File: config.mk
export PLATFORM = sky130hd
export DESIGN_NAME = dqs_group_scan_ctrl
export DESIGN_NICKNAME = d
export VERILOG_FILES = /design/src/rtl/dqs_group_scan_ctrl.sv
export SDC_FILE = /design/constraint.sdc
export NUM_CORES = 1
export LEC_CHECK = 0
export CORE_AREA = 4 4 110 112
export DETAILED_ROUTE_END_ITERATION = 10
export DIE_AREA = 0 0 114 116
export HOLD_SLACK_MARGIN = 0.1
export PLACE_DENSITY = 0.89
export SLEW_MARGIN = 20
export SYNTH_ARGS = -nofsm -noshare
export SYNTH_HDL_FRONTEND = slang
export SYNTH_SLANG_ARGS = --single-unit
File: constraint.sdc
create_clock -name ddrphy_sysclk -period 8.75 [get_ports ddrphy_sysclk]
set_input_delay 1.75 -clock ddrphy_sysclk [delete_from_list [all_inputs] [get_ports ddrphy_sysclk]]
set_output_delay 1.75 -clock ddrphy_sysclk [all_outputs]
set_load 0.05 [all_outputs]
File: src/rtl/dqs_group_scan_ctrl.sv
// ---------------------------------------------------------------------------
// dqs_group_scan_ctrl
//
// Scan sequencer for the DDR PHY per-lane debug group mux. It walks the lane
// select through every DQS lane and waits for the registered mux output to
// settle. It then captures the lane's error flags and slice state, and
// reports each lane on a valid/ready channel. A sticky per-lane error mask
// and a saturating count of completed scans are kept alongside.
//
// Ports:
//   ddrphy_sysclk          clock
//   ddrphy_rst_n           synchronous active-low reset
//   scan_start             single-cycle pulse, starts a scan (only from IDLE)
//   scan_continuous        level, restart from lane 0 after each scan
//   clr_sticky             pulse, clears err_lane_mask
//   grp_sel[31:0]          lane select to the group mux
//   err_flag_out_group     selected-lane error flags from the mux (64 bits)
//   dbg_slice_state_group  selected-lane slice state from the mux (22 bits)
//   scan_busy              high while the scan FSM is outside IDLE
//   scan_done              one-cycle pulse at the end of every full scan
//   lane_err_valid/ready   report handshake
//   lane_err_idx           lane index of the report
//   lane_err_popcnt        number of set error flags (0..64)
//   lane_err_state         captured slice state
//   err_lane_mask[8:0]     sticky bit per lane that reported errors
//   scan_count             completed scans, saturating
//
// Build option:
//   SCAN_SKIP_CLEAN_EN  when defined, lanes with a zero popcount skip the
//                       report handshake (capture registers still update).
// ---------------------------------------------------------------------------
module dqs_group_scan_ctrl #(
    parameter int MEM_DQS_WIDTH = 4,
    parameter int SETTLE_CYCLES = 2,
    parameter int CNT_WIDTH     = 16
) (
    input  logic                 ddrphy_sysclk,
    input  logic                 ddrphy_rst_n,
    input  logic                 scan_start,
    input  logic                 scan_continuous,
    input  logic                 clr_sticky,
    output logic [31:0]          grp_sel,
    input  logic [63:0]          err_flag_out_group,
    input  logic [21:0]          dbg_slice_state_group,
    output logic                 scan_busy,
    output logic                 scan_done,
    output logic                 lane_err_valid,
    input  logic                 lane_err_ready,
    output logic [3:0]           lane_err_idx,
    output logic [6:0]           lane_err_popcnt,
    output logic [21:0]          lane_err_state,
    output logic [8:0]           err_lane_mask,
    output logic [CNT_WIDTH-1:0] scan_count
);

    typedef enum logic [2:0] {
        IDLE,
        SEL,
        SETTLE,
        CAPTURE,
        REPORT,
        NEXT,
        DONE
    } state_t;

    localparam logic [3:0] LAST_IDX    = 4'(MEM_DQS_WIDTH - 1);
    localparam logic [3:0] SETTLE_INIT = 4'(SETTLE_CYCLES - 1);
    // Only lanes that exist may ever appear in the sticky mask.
    localparam logic [8:0] LANE_MASK   = 9'((1 << MEM_DQS_WIDTH) - 1);
    localparam logic [CNT_WIDTH-1:0] CNT_ONE = {{(CNT_WIDTH-1){1'b0}}, 1'b1};

    state_t      state;
    state_t      state_next;
    logic [3:0]  idx;
    logic [3:0]  settle_cnt;
    logic [6:0]  cap_popcnt;
    logic [8:0]  lane_bit;
    logic [8:0]  mask_next;

    // Population count of the error flags currently presented by the mux.
    always_comb begin
        // NOTE: every variable written in always_comb gets a default first,
        // otherwise an incomplete path infers a latch.
        cap_popcnt = 7'd0;
        for (int i = 0; i < 64; i++) begin
            cap_popcnt = cap_popcnt + {6'd0, err_flag_out_group[i]};
        end
    end

    assign lane_bit = 9'd1 << idx;

    // Clear and set can land on the same edge: the clear acts first, so the
    // freshly captured lane survives while all older bits drop.
    always_comb begin
        mask_next = clr_sticky ? 9'd0 : err_lane_mask;
        if ((state == CAPTURE) && (cap_popcnt != 7'd0)) begin
            mask_next = mask_next | lane_bit;
        end
        mask_next = mask_next & LANE_MASK;
    end

    // Next-state logic.
    always_comb begin
        state_next = state;
        case (state)
            IDLE:    if (scan_start) state_next = SEL;
            SEL:     state_next = SETTLE;
            SETTLE:  if (settle_cnt == 4'd0) state_next = CAPTURE;
`ifdef SCAN_SKIP_CLEAN_EN
            CAPTURE: state_next = (cap_popcnt == 7'd0) ? NEXT : REPORT;
`else
            CAPTURE: state_next = REPORT;
`endif
            REPORT:  if (lane_err_ready) state_next = NEXT;
            NEXT:    state_next = (idx == LAST_IDX) ? DONE : SEL;
            DONE:    state_next = scan_continuous ? SEL : IDLE;
            default: state_next = IDLE;
        endcase
    end

    // State register.
    always_ff @(posedge ddrphy_sysclk) begin
        // NOTE: sequential state uses non-blocking assignments so every
        // register samples the pre-edge values of the others.
        if (!ddrphy_rst_n) begin
            state <= IDLE;
        end else begin
            state <= state_next;
        end
    end

    // Datapath and registered outputs. Status outputs are decoded from the
    // next state so they line up with the state register without a lag.
    always_ff @(posedge ddrphy_sysclk) begin
        if (!ddrphy_rst_n) begin
            idx             <= 4'd0;
            settle_cnt      <= 4'd0;
            grp_sel         <= 32'd0;
            scan_busy       <= 1'b0;
            scan_done       <= 1'b0;
            lane_err_valid  <= 1'b0;
            lane_err_idx    <= 4'd0;
            lane_err_popcnt <= 7'd0;
            lane_err_state  <= 22'd0;
            err_lane_mask   <= 9'd0;
            scan_count      <= '0;
        end else begin
            scan_busy      <= (state_next != IDLE);
            scan_done      <= (state_next == DONE);
            lane_err_valid <= (state_next == REPORT);
            err_lane_mask  <= mask_next;

            case (state)
                IDLE: begin
                    if (scan_start) idx <= 4'd0;
                end
                SEL: begin
                    grp_sel    <= {28'd0, idx};
                    settle_cnt <= SETTLE_INIT;
                end
                SETTLE: begin
                    if (settle_cnt != 4'd0) settle_cnt <= settle_cnt - 4'd1;
                end
                CAPTURE: begin
                    lane_err_popcnt <= cap_popcnt;
                    lane_err_state  <= dbg_slice_state_group;
                    lane_err_idx    <= idx;
                end
                NEXT: begin
                    if (idx != LAST_IDX) idx <= idx + 4'd1;
                end
                DONE: begin
                    if (scan_count != {CNT_WIDTH{1'b1}}) begin
                        scan_count <= scan_count + CNT_ONE;
                    end
                    if (scan_continuous) idx <= 4'd0;
                end
                default: ;
            endcase
        end
    end

endmodule

## After elaboration in Yosys (flattened, before gate mapping)

Index checks and enable logic that the tools add are counted.

| cells by class | value |
|---|---|
| bitwise logic cells | 1 |
| add/sub/neg operators | 66 |
| equal/unequal tests | 15 |
| multiplexer cells | 14 |
| reduce and logical (&&, ||, !) cells | 11 |
| shifts and indexed selects | 1 |

Operator list:

| cell | number |
|---|---|
| $add A7 B1 Y7 | 57 |
| $mux W4 | 6 |
| $pmux W3 S7 | 1 |
| $add A16 B1 Y16 const B | 1 |
| $ne A16 B16 Y1 const B | 1 |
| $eq A3 B3 Y1 const B | 5 |
| $mux W3 | 4 |
| $pmux W4 S3 | 1 |
| $ne A2 B2 Y1 const B | 4 |
| $pmux W4 S2 | 1 |
| $add A6 B1 Y7 | 1 |
| $reduce_bool A7 Y1 | 1 |
| $add A5 B1 Y6 | 1 |
| $eq A3 B2 Y1 const B | 2 |
| $reduce_bool A3 Y1 | 2 |
| $add A4 B1 Y5 | 1 |
| $add A3 B1 Y4 | 1 |
| $add A4 B1 Y4 const B | 1 |
| $eq A4 B2 Y1 const B | 1 |
| $logic_not A4 Y1 | 1 |
| $ne A4 B2 Y1 const B | 1 |
| $or A4 B4 Y4 | 1 |
| $reduce_and A2 Y1 | 2 |
| $reduce_and A4 Y1 | 1 |
| other kinds (10) | 10 |

| word-level totals | value |
|---|---|
| logic and storage cells | 120 |
| register bits | 71 |
| input port bits | 92 |

## Depth between registers and ports, before layout

Gate-level depths: netlist of run 1.

| logic depth | value |
|---|---|
| depth after elaboration | 66 |
| gate-level depth with buffers | 22 |
| depth with buffers taken out | 22 |

## Worst setup path after synthesis of run 1

Ideal clock, no wire load.

| timing | value |
|---|---|
| kind | input to register |
| start | input port err_flag_out_group[35] |
| end | register err_lane_mask[0] |
| required time | 8.633 ns |
| stages | 22 |
| path slack | 0.852 ns |
| arrival time | 7.780 ns |
| path buffers | 0 |
| cell sequence | inv_1 -> fa_1 -> fa_1 -> inv_1 -> fa_1 -> inv_1 -> fa_1 -> inv_1 -> fa_1 -> fa_1 -> inv_1 -> fa_1 -> fa_1 -> inv_1 -> ha_1 -> inv_1 -> fa_1 -> nand2b_1 -> a21oi_1 -> mux2_2 -> or4_1 -> a32o_1 |

| between the ends | value |
|---|---|
| word-level cells in the longest chain between the ends | 32 |

RTL lines:

| element | line | source |
|---|---|---|
| start, declared | 43 | `input logic [63:0] err_flag_out_group,` |
| $add A7 B1 Y7 (29 in series) | 86 | `cap_popcnt = cap_popcnt + {6'd0, err_flag_out_group[i]};` |
| $reduce_bool A7 Y1 | 96 | `if ((state == CAPTURE) && (cap_popcnt != 7'd0)) begin` |
| $logic_and A1 B1 Y1 | 96 |  |
| $mux W4 | 96 |  |
| end signal, assigned | 151 | `err_lane_mask <= mask_next;` |
| end, declared | 52 | `output logic [8:0] err_lane_mask,` |

No other way between the ends.
A chain may end at the register's enable or synchronous reset.

## Final worst setup path of run 1

| timing | value |
|---|---|
| start | input port err_flag_out_group[53] |
| end | register err_lane_mask[0] |

| between the ends | value |
|---|---|
| word-level cells in the longest chain between the ends | 14 |

RTL lines:

| element | line |
|---|---|
| $add A7 B1 Y7 (11 in series) | 86 |
| $reduce_bool A7 Y1 | 96 |
| $logic_and A1 B1 Y1 | 96 |
| $mux W4 | 96 |

No other way between the ends.

==> results.ini, run 1 <==
[synth]
yosys_register_bits=71
yosysTopAreaCell=dfxtp_1
yosysUniqueCellTypes=51
synth_top_area_share=0.2871
syn_area_per_cell_um2=8.747
postSynth.asyncResetShare=0
yosysWarnings=0
synth_area_leaders=dfxtp_1 29%, fa_1 22%, inv_1 7.4%
yosys_most_used_dff=dfxtp_1
syn_area_um2=4951
ys_seq_area_frac=0.2871
synth-edff-count=0
syn_inst=566

[global_route]
first_global_vias=4173
antenna_found_initial=0
grt_use_total=0.1812
grt_max_degree=57
grt_pass1_wl_mm=19.25
gr-total-overflow=0

[critical_path]
cp_top_family=adder cells
startpoint_type=primary input
endpoint_kind=flop
r2r_cells=6
path_class=in -> reg
cp_num_buf_inv=8
crit_end=err_lane_mask[0]$_SDFF_PN0_
cp.required_ps=8970
regToRegEndpoint=scan_busy$_SDFF_PN0_
cpPeakStageDelay_ps=530
crit_chain=clkdlybuf4s50_1 > inv_1 > fa_1 > inv_1 > fa_1 > inv_1 > fa_1 > inv_1 > fa_1 > fa_1 > fa_1 > inv_1 > fa_1 > fa_1 > inv_1 > ha_1 > inv_1 > fa_1 > nand2b_1 > a21oi_1 > mux2_2 > or4_1 > a32o_1
cp_max_fo=3
rrSetupSlack_ps=6630
startpoint=err_flag_out_group[53]
crit_top_cell=fa_1
rr_startpoint=idx[0]$_SDFFE_PN0P_
crit_arrival_ps=8540
slowest_stage=fa_1
critical_path_depth=23

[layout]
final_net_count=874
mostFrequentLayoutCells=151 x clkdlybuf4s50_1, 97 x inv_1, 75 x nand2_1
area_delta_synth_final_pct=36.42
layout_commonest_cell=clkdlybuf4s50_1
drive_above_1_share=0.04476
antenna_cells=0
final_core_util=0.6018

[sta]
tightest_slew_ps=994.8
slew_viol_final=0
finalHoldViolCount=0
setup-violations-final=0
fin_skew_ps=7.185
relSlewSlack=0.3368
setup-tns-final_ps=0
hold-worst-slack_ps=451.4
fin_crit_sh=0.9510
rsz0062_at_grt=no
post-route-min-period_ps=8321
max_freq_mhz=120.2

[cts]
cts_tree=built
clk_latency_ps=330
cts_resized=0
clk_pin_slew_ps=60
cts_buffers=9
cts_setup_buffers=0
cts_sinks=71
hold_buffers=0
root_buffer=clkbuf_16
clock_path_buffers=2
htreeDepth=3

[floorplan]
dieArea_um2=13220
dieWidth_um=114
initial_core_util=0.4411
fp.coreArea_um2=11220
rows=39
io_pins=185
die_h_um=116

[routing]
drc=0
vias=4062
routed_wl_mm=11.64
wl_per_cell_um=13.57
vias_per_cell=4.734
antenna_left=0
drt-pass1-iter-count=4
drtIter0Drc=241

[placement]
place.gp.congestion=0.8439
dp_hpwl_mm=9.389
numPortBuffers=151

[min_path]
hold_path.class=reg -> reg

[flow_run]
cap_violations=0

[status]
status=finished clean

-- stage by stage --
step           cell area (µm²)  std cells  setup WS (ps)
2_1_floorplan             5071        598          852.4
3_3_place_gp              6445        842          229.8
3_5_place_dp              6445        842          87.22
4_1_cts                   6754        858          413.8
5_1_grt                   6754        858          129.0
6_report                  6754        858          429.0
-- sequential cells by signal, summed over array words and instances, names as in the netlist, 3 cells and up --
register	cells
idx	4
settle_cnt	4
scan_count	16
state	3
lane_err_popcnt	7
grp_sel	4
lane_err_idx	4
lane_err_state	22
err_lane_mask	4
-- worst min-delay path: cells and delay by family (launching register included) --
kind	cells	cell delay, ps
AOI/OAI and AO/OA	1	50
DFF	1	300
and+or+nand+nor	1	50
-- Yosys cell counts, drive strengths merged (4+ instances only) --
master and number:
a21oi 41, buf 37, clkbuf 15, dfxtp 71, fa 54, ha 18
inv 98, mux2i 5, nand2 75, nand2b 7, nand3 9, nor2 42
nor3 11, nor3b 4, nor4 6, o21ai 15, or3 7, or3b 4
xnor2 10, xor2 6
-- final cells by class --
type                    count  area [µm²]
fillers                   929        4469
multi-input cells         377        2950
repair buffers            153        1526
flip-flops and latches     71        1421
inverters                  98       367.9
clock buffers              11       252.7
well taps                 143       178.9
clock inverters             5       56.30
-- metal layers --
layer / part of all wire / GRT usage / wire (µm)
met1: 0.40 / 0.2122 / 4650
met2: 0.52 / 0.3314 / 6095
met3: 0.061 / 0.04178 / 712
met4: 0.016 / 0.05226 / 184
met5: 0 / 0 / 0
-- worst min path at each step --
stage	from	to	slack [ps]	cells after the start
after floorplan	settle_cnt[2]$_SDFFE_PN0P_	settle_cnt[2]$_SDFFE_PN0P_	460	2
after global placement	err_lane_mask[3]$_SDFF_PN0_	err_lane_mask[3]$_SDFF_PN0_	430	2
after detailed placement	lane_err_state[18]$_SDFFE_PN0P_	lane_err_state[18]$_SDFFE_PN0P_	450	2
after CTS	lane_err_state[18]$_SDFFE_PN0P_	lane_err_state[18]$_SDFFE_PN0P_	450	2
after global routing	lane_err_state[18]$_SDFFE_PN0P_	lane_err_state[18]$_SDFFE_PN0P_	460	2
final	lane_err_state[19]$_SDFFE_PN0P_	lane_err_state[19]$_SDFFE_PN0P_	450	2
-- logic make-up (layout without fill, tap and decap cells) --
group	after synthesis	count (layout)	share of synthesized area
other	1	33	0.0007574
adder cells (fa/ha/maj)	72	72	0.2638
AO/OA/AOI/OAI	67	67	0.07910
AND/OR/NAND/NOR	181	181	0.1799
multiplexers	8	8	0.01921
flip-flops	71	71	0.2871
XOR/XNOR	16	16	0.02830
buffers and inverters	150	267	0.1418
Power of run 1 is left out: the tool's default activity adds up to more than one toggle a clock period on the data nets, which glitch-free logic cannot reach.
==> inputs of run 2 (changes only) <==
CTS_CLUSTER_DIAMETER = 30   (was unset)
==> results of run 2 <==
No change in the layout: final DEF, timing and power equal those of run 1.
Power of run 2 is left out for the same reason.
==> inputs of run 3 (changes only) <==
SETUP_SLACK_MARGIN = 0.1   (was unset)
SKIP_LAST_GASP = 1   (was unset)
==> results of run 3 <==
No change in the layout: final DEF, timing and power equal those of run 1.
Power of run 3 is left out for the same reason.
